==> config.mk <==
export PLATFORM = sky130hd
export DESIGN_NAME = ingress_pkt_arbiter
export DESIGN_NICKNAME = d
export VERILOG_FILES = /design/src/rtl/ingress_pkt_arbiter.sv
export SDC_FILE = /design/constraint.sdc
export NUM_CORES = 1
export LEC_CHECK = 0
export CELL_PAD_IN_SITES_DETAIL_PLACEMENT = 1
export CELL_PAD_IN_SITES_GLOBAL_PLACEMENT = 2
export CORE_ASPECT_RATIO = 0.75
export CORE_UTILIZATION = 19
export DETAILED_ROUTE_END_ITERATION = 12
export PLACE_DENSITY_LB_ADDON = 0.2
export SYNTH_ARGS = -nofsm -noshare
export SYNTH_HDL_FRONTEND = slang
export SYNTH_SLANG_ARGS = --single-unit
export TNS_END_PERCENT = 100
==> constraint.sdc <==
create_clock -name clk -period 3.1 [get_ports clk]
set_input_delay 0.62 -clock clk [delete_from_list [all_inputs] [get_ports clk]]
set_output_delay 0.62 -clock clk [all_outputs]
set_load 0.005 [all_outputs]
==> src/rtl/ingress_pkt_arbiter.sv <==
// Packet-atomic round-robin arbiter that shares one packet receiver between
// NUM_SRC upstream sources, flushing orphan words and capping packet length.
module ingress_pkt_arbiter #(
  parameter int WORD_WIDTH    = 32,
  parameter int NUM_SRC       = 4,
  parameter int MAX_PKT_WORDS = 64,
  localparam int SW           = $clog2(NUM_SRC)
) (
  input  logic                          clk,
  input  logic                          rst,
  input  logic [NUM_SRC-1:0]            src_valid,
  input  logic [NUM_SRC*WORD_WIDTH-1:0] src_data,
  input  logic [NUM_SRC-1:0]            src_sop,
  input  logic [NUM_SRC-1:0]            src_eop,
  output logic [NUM_SRC-1:0]            src_ready,
  input  logic                          sink_ready,
  output logic                          rx_valid,
  output logic [WORD_WIDTH-1:0]         rx_data,
  output logic                          rx_sop,
  output logic                          rx_eop,
  output logic                          rx_ready,
  output logic [SW-1:0]                 grant_id,
  output logic                          pkt_active,
  output logic                          pkt_done,
  output logic [9:0]                    pkt_len,
  output logic [NUM_SRC-1:0]            err_orphan,
  output logic                          err_nested_sop,
  output logic                          err_overlength
);

  // Handshake: a word moves on a port only in a cycle where valid && ready;
  // sources hold data/sop/eop stable while valid is high and ready is low.

  localparam logic [9:0] LAST_WORD = 10'(MAX_PKT_WORDS - 1);

  typedef enum logic {IDLE, LOCK} state_t;

  state_t               state_q, state_d;
  logic [SW-1:0]        grant_q, grant_d;
  logic [SW-1:0]        last_q, last_d;
  logic [9:0]           cnt_q, cnt_d;
  logic [9:0]           len_q, len_d;
  logic                 done_q, done_d;
  logic [NUM_SRC-1:0]   orphan_q, orphan_d;
  logic                 nested_q, nested_d;
  logic                 over_q, over_d;

  logic [NUM_SRC-1:0]   req;
  logic [NUM_SRC-1:0]   orphans;
  logic                 found;
  logic [SW-1:0]        win;
  logic                 first_word;
  logic                 at_max;
  logic                 xfer;

  assign req     = src_valid & src_sop;
  assign orphans = src_valid & ~src_sop;

  always_ff @(posedge clk) begin
    if (rst) begin
      state_q  <= IDLE;
      grant_q  <= '0;
      last_q   <= SW'(NUM_SRC - 1);
      cnt_q    <= '0;
      len_q    <= '0;
      done_q   <= 1'b0;
      orphan_q <= '0;
      nested_q <= 1'b0;
      over_q   <= 1'b0;
    end else begin
      state_q  <= state_d;
      grant_q  <= grant_d;
      last_q   <= last_d;
      cnt_q    <= cnt_d;
      len_q    <= len_d;
      done_q   <= done_d;
      orphan_q <= orphan_d;
      nested_q <= nested_d;
      over_q   <= over_d;
    end
  end

  always_comb begin
    state_d    = state_q;
    grant_d    = grant_q;
    last_d     = last_q;
    cnt_d      = cnt_q;
    len_d      = len_q;
    done_d     = 1'b0;
    orphan_d   = '0;
    nested_d   = 1'b0;
    over_d     = 1'b0;
    src_ready  = '0;
    rx_valid   = 1'b0;
    rx_data    = '0;
    rx_sop     = 1'b0;
    rx_eop     = 1'b0;
    rx_ready   = 1'b0;
    found      = 1'b0;
    win        = '0;
    first_word = 1'b0;
    at_max     = 1'b0;
    xfer       = 1'b0;

    case (state_q)
      IDLE: begin
        // Orphans are drained here so they never block a later sop behind them.
        src_ready = orphans;
        orphan_d  = orphans;
        for (int k = 1; k <= NUM_SRC; k++) begin
          if (!found && req[(int'(last_q) + k) % NUM_SRC]) begin
            found = 1'b1;
            win   = SW'((int'(last_q) + k) % NUM_SRC);
          end
        end
        if (found) begin
          grant_d = win;
          cnt_d   = '0;
          state_d = LOCK;
        end
      end

      LOCK: begin
        first_word         = (cnt_q == 10'd0);
        at_max             = (cnt_q == LAST_WORD);
        rx_valid           = src_valid[grant_q];
        rx_data            = src_data[grant_q*WORD_WIDTH +: WORD_WIDTH];
        rx_sop             = first_word & src_sop[grant_q];
        rx_eop             = src_eop[grant_q] | at_max;
        rx_ready           = sink_ready;
        src_ready[grant_q] = sink_ready;
        xfer               = src_valid[grant_q] & sink_ready;
        if (xfer) begin
          nested_d = !first_word && src_sop[grant_q];
          if (src_eop[grant_q] || at_max) begin
            len_d   = cnt_q + 10'd1;
            done_d  = 1'b1;
            over_d  = at_max && !src_eop[grant_q];
            last_d  = grant_q;
            cnt_d   = '0;
            state_d = IDLE;
          end else begin
            cnt_d = cnt_q + 10'd1;
          end
        end
      end

      default: state_d = IDLE;
    endcase
  end

  assign grant_id       = grant_q;
  assign pkt_active     = (state_q == LOCK);
  assign pkt_done       = done_q;
  assign pkt_len        = len_q;
  assign err_orphan     = orphan_q;
  assign err_nested_sop = nested_q;
  assign err_overlength = over_q;

endmodule

Word level (Yosys, flattened, before mapping)
Cells that the tools add are included.

operators by class
  reductions and logical operators = 23
  shift-type cells = 1
  equal/unequal tests = 3
  add/sub/neg operators = 5
  bitwise logic cells = 14
  $lt $le $gt $ge = 6
  multiplexer cells = 47

operators by type and width
  kind                   count
  $shiftx 128x8->32      1
  $mux 32                1
  $mux 10                3
  $mux 1                 28
  $pmux 10 s2            1
  $lt 3x4->1 const B     4
  $bmux 1 s2             7
  $and 4x4->4            3
  $add 10x1->10 const B  1
  $eq 10x6->1 const B    1
  $logic_not 10->1       1
  $reduce_or 2->1        5
  $mux 2                 4
  $pmux 4 s2             1
  $logic_and 1x1->1      6
  $logic_not 1->1        5
  $add 2x1->2 const B    2
  $add 2x2->2 const B    2
  $and 1x1->1 const A    4
  $not 4->4              1
  $reduce_and 2->1       2
  $reduce_or 4->1        1
  $lt 2x3->1 const B     1
  $not 1->1              3
  other kinds (10)       11

storage, ports and cells
  output and inout port bits = 60
  bits in registers = 32
  bits of input ports = 143
  logic and storage cells = 108

Depth between registers and ports, before layout
  depth in word-level cells = 22
  depth in mapped cells = 8
  mapped depth without buffers = 6

Worst setup path before layout
OpenSTA, ideal clock, no wires.

  path kind = reg-to-output
  from = register grant_q[1], in the netlist grant_id[1]
  to = output port rx_data[17]
  stages on the path, launching flop included = 6
  path buffers = 3
  data arrival time = 1.743 ns
  slack = 0.737 ns
  required time = 2.480 ns
  path through = dfxtp_1 > clkbuf_1 > clkbuf_1 > clkbuf_1 > mux4_2 > and2_1

on the way
  word-level cells in the longest chain between the ends = 2

RTL lines
  item                    RTL line  text
  start, declared         39        logic [SW-1:0] grant_q, grant_d;
  start signal, assigned  72        grant_q <= grant_d;
  $shiftx 128x8->32       127       rx_data = src_data[grant_q*WORD_WIDTH +: WORD_WIDTH];
  $mux 32                 105       case (state_q)
  end, declared           18        output logic [WORD_WIDTH-1:0] rx_data,

Every way passes these cells.

Final worst setup path
  from = input port src_sop[3]
  to = output port rx_sop

on the way
  word-level cells in the longest chain between the ends = 4

RTL lines
  item                          RTL line  text
  start, declared               13        input logic [NUM_SRC-1:0] src_sop,
  $bmux 1 s2                    128       rx_sop = first_word & src_sop[grant_q];
  $mux 1 (implied by the code)  128
  $and 1x1->1                   128
  $mux 1                        105
  end, declared                 19        output logic rx_sop,

Every way passes these cells. The select of a mux whose other input is x is not followed.

==> reports/results.ini <==
[outcome]
outcome = finished, final reports clean

[cells_and_area]
multi_input_area_sq_um = 1849
mostFrequentLayoutCells = clkdlybuf4s50_1, and2_1, mux4_2, dfxtp_1, nor2_1
drive_above_1_share_pct = 13.80
final_common_cell = clkdlybuf4s50_1
nets = 615
syn2layout_area_growth_pct = 96.02
final_area_sq_um = 5109
final-seq-area_sq_um = 643.1
antenna_cells = 0
nFillCells = 1479
final_cells = 642

[grt]
grt_pass1_wl_um = 18610
antenna_found_initial = 0
grt_pass1_vias = 3326
grt_max_degree = 55
grt_remaining_overflow = 0
track_usage_pct = 17.75

[critical_path]
critical_path.max_fanout = 4
worstPathRequired_ps = 2480
slowest_stage = mux4_2
start_kind = primary input
critPathTopFamily = buffers and inverters
critical_path.cell_chain = clkdlybuf4s50_1, mux4_2, and3_1, clkdlybuf4s50_1
rr_startpoint = grant_id[0]
path_common_cell = clkdlybuf4s50_1
rr_worst_depth = 7
cpPeakStageDelay_ps = 540
worstSetupPathType = in -> out
ff2ff_setup_slack_ps = 690
critical_path_buf_inv_count = 2
crit_arrival_ps = 2330
r2r_end = last_q[0]
worstSetupEndpointType = output pin

[floorplanning]
die-area_sq_um = 14190
start_util_pct = 19.75
die_w_um = 137.2
io_pins = 203
core_sq_um = 13200
rows = 36
die_h_um = 103.4

[synth]
synth_area_per_cell_sq_um = 9.725
synth_nets = 413
async_reset_ff_share_pct = 0
synth_edf_count = 0
ys_types = 44
yosysTopAreaCell = mux4_2
synth_top_flop_cell = dfxtp_1
synthesis.area_sq_um = 2606
ys_ff_latch = 32
ys_seq_area_share_pct = 24.58
synth_cells = 268
synth_top_area_share_pct = 29.38
yosysWarnings = 0
synthTopCellsByArea = mux4_2, dfxtp_1, and2_1, nor2_1, nand2_1

[drt]
antenna_left = 0
drt_iter0_drc = 65
wl_per_cell_um = 18.58
drt_first_pass_iters = 4
via_per_inst = 4.623
num_vias = 2968
wirelength_um = 11930
remaining_drc_errors = 0

[power_and_ir_drop]
power_mw = 1.743
vdd_drop_max_mv = 0.1845
leakage_nw = 1.725
powerDensity_nw_per_um2 = 341.2

[clock_network]
clkTransAtPathRegs_ps = 50
tritoncts = built
cts_resized = 0
clock_latency_ps = 280
cts_setup_buffers = 0
cts.hold.buffers_added = 0
cts_made_buffers = 5
cts.sinks = 32
cts_buffer_depth = 2
htree_levels = 2
cts-root-buf = clkbuf_16

[sta]
max_freq_mhz = 339.5
tightest_slew_ps = 535.8
period_needed_ps = 2945
setup_viol = 0
slew_violations = 0
hold_violations = 0
setup_tns_ps = 0
max_slew_margin_pct = 64.07
fin_ws_ps = 154.8
fin_skew_ps = 3.859
rsz0062_at_grt = no
finalCritPeriodShare_pct = 95.01

[placed_design]
io_buffers = 202
post-place-cells = 634
globalplace.congestion = 0.8616
hpwl_um = 10050
pre_cts_slack_ps = 187.7
dpl_cell_area_sq_um = 4926

[min_path]
min_from = pkt_len[1]
holdPathStages = 2
holdCritPathClass = reg -> reg
min_delay_worst_endpoint = pkt_len[1]

[job]
drv_cap = 0

## worst min-delay path, delay by kind of cell, from the launching register on
kind | cells | cell delay (ps)
mux | 1 | 70
flops | 1 | 330
simple gates | 1 | 70
## worst max-delay path by stage
stage                            from          end  slack, ps  cells after the start
after floorplan           grant_id[1]  rx_data[17]        740                      5
after global placement     src_sop[3]       rx_sop        170                      4
after detailed placement   src_sop[3]       rx_sop        190                      4
after CTS                  src_sop[3]       rx_sop        150                      4
after global routing       src_sop[3]       rx_sop         80                      4
final                      src_sop[3]       rx_sop        150                      4
## per-layer routing
metal	vias up	GRT usage, %	part of all wire, %	wire (um)
li1	1412	-	-	-
met1	1439	20.01	41	4892
met2	94	32.17	50	5917
met3	23	4.873	6.4	764
met4	0	6.678	3.0	352
met5	-	0	0	0
## layout make-up
| type | count | area share (%) |
|---|---|---|
| multi-input combinational | 209 | 36.20 |
| timing repair buffer | 218 | 43.15 |
| tap | 171 | 4.188 |
| clock buffer | 7 | 2.988 |
| sequential | 32 | 12.59 |
| clock inverter | 1 | 0.5878 |
| inverter | 4 | 0.2939 |
## report_power, final
group	switching, mW	total (mW)	internal [mW]
Clock	0.182	0.605	0.423
Sequential	0.0234	0.450	0.426
Combinational	0.225	0.688	0.463
## logic make-up (layout without fill, tap and decap cells)
| kind of cell | after synthesis | in the layout | synth area share, % |
|---|---|---|---|
| AND/OR/NAND/NOR | 117 | 117 | 24.58 |
| multiplexers | 39 | 39 | 31.35 |
| adder cells (fa/ha/maj) | 2 | 2 | 0.9600 |
| XOR/XNOR | 8 | 8 | 2.689 |
| buffers and inverters | 27 | 230 | 4.465 |
| flip-flops | 32 | 32 | 24.58 |
| AO/OA/AOI/OAI | 43 | 43 | 11.38 |
## sequential cells by signal, indices dropped and copies added, names as in the netlist
register	flops
err_orphan	4
pkt_len	10
err_nested_sop	1
err_overlength	1
last_q	2
grant_id	2
pkt_done	1
cnt_q	10
pkt_active	1
## Yosys cell counts, types with 2 or more instances
| master | n |
|---|---|
| mux4_2 | 34 |
| or3_1 | 4 |
| clkbuf_1 | 16 |
| buf_2 | 6 |
| ha_1 | 2 |
| dfxtp_1 | 32 |
| a211oi_1 | 8 |
| nand2b_1 | 6 |
| and2_1 | 35 |
| xnor2_1 | 6 |
| nor2b_1 | 5 |
| o21ai_0 | 5 |
| a211o_1 | 2 |
| and3_1 | 2 |
| nor3_1 | 5 |
| xor2_1 | 2 |
| nand4_1 | 3 |
| or4_1 | 2 |
| nand2_1 | 17 |
| inv_1 | 4 |
| o22ai_1 | 4 |
| nor2_1 | 22 |
| mux2i_1 | 4 |
| nand3_1 | 8 |
| nor4b_1 | 2 |
| o21ai_1 | 4 |
| a21oi_1 | 11 |
## through the flow
step	hold WS (ps)	util (%)
2_1_floorplan	467.8	-
3_3_place_gp	477.6	37.32
3_5_place_dp	489.1	37.32
4_1_cts	503.4	38.71
5_1_grt	526.5	38.71
6_report	494.9	38.71
No activity file was read; power rests on OpenSTA's default activity.
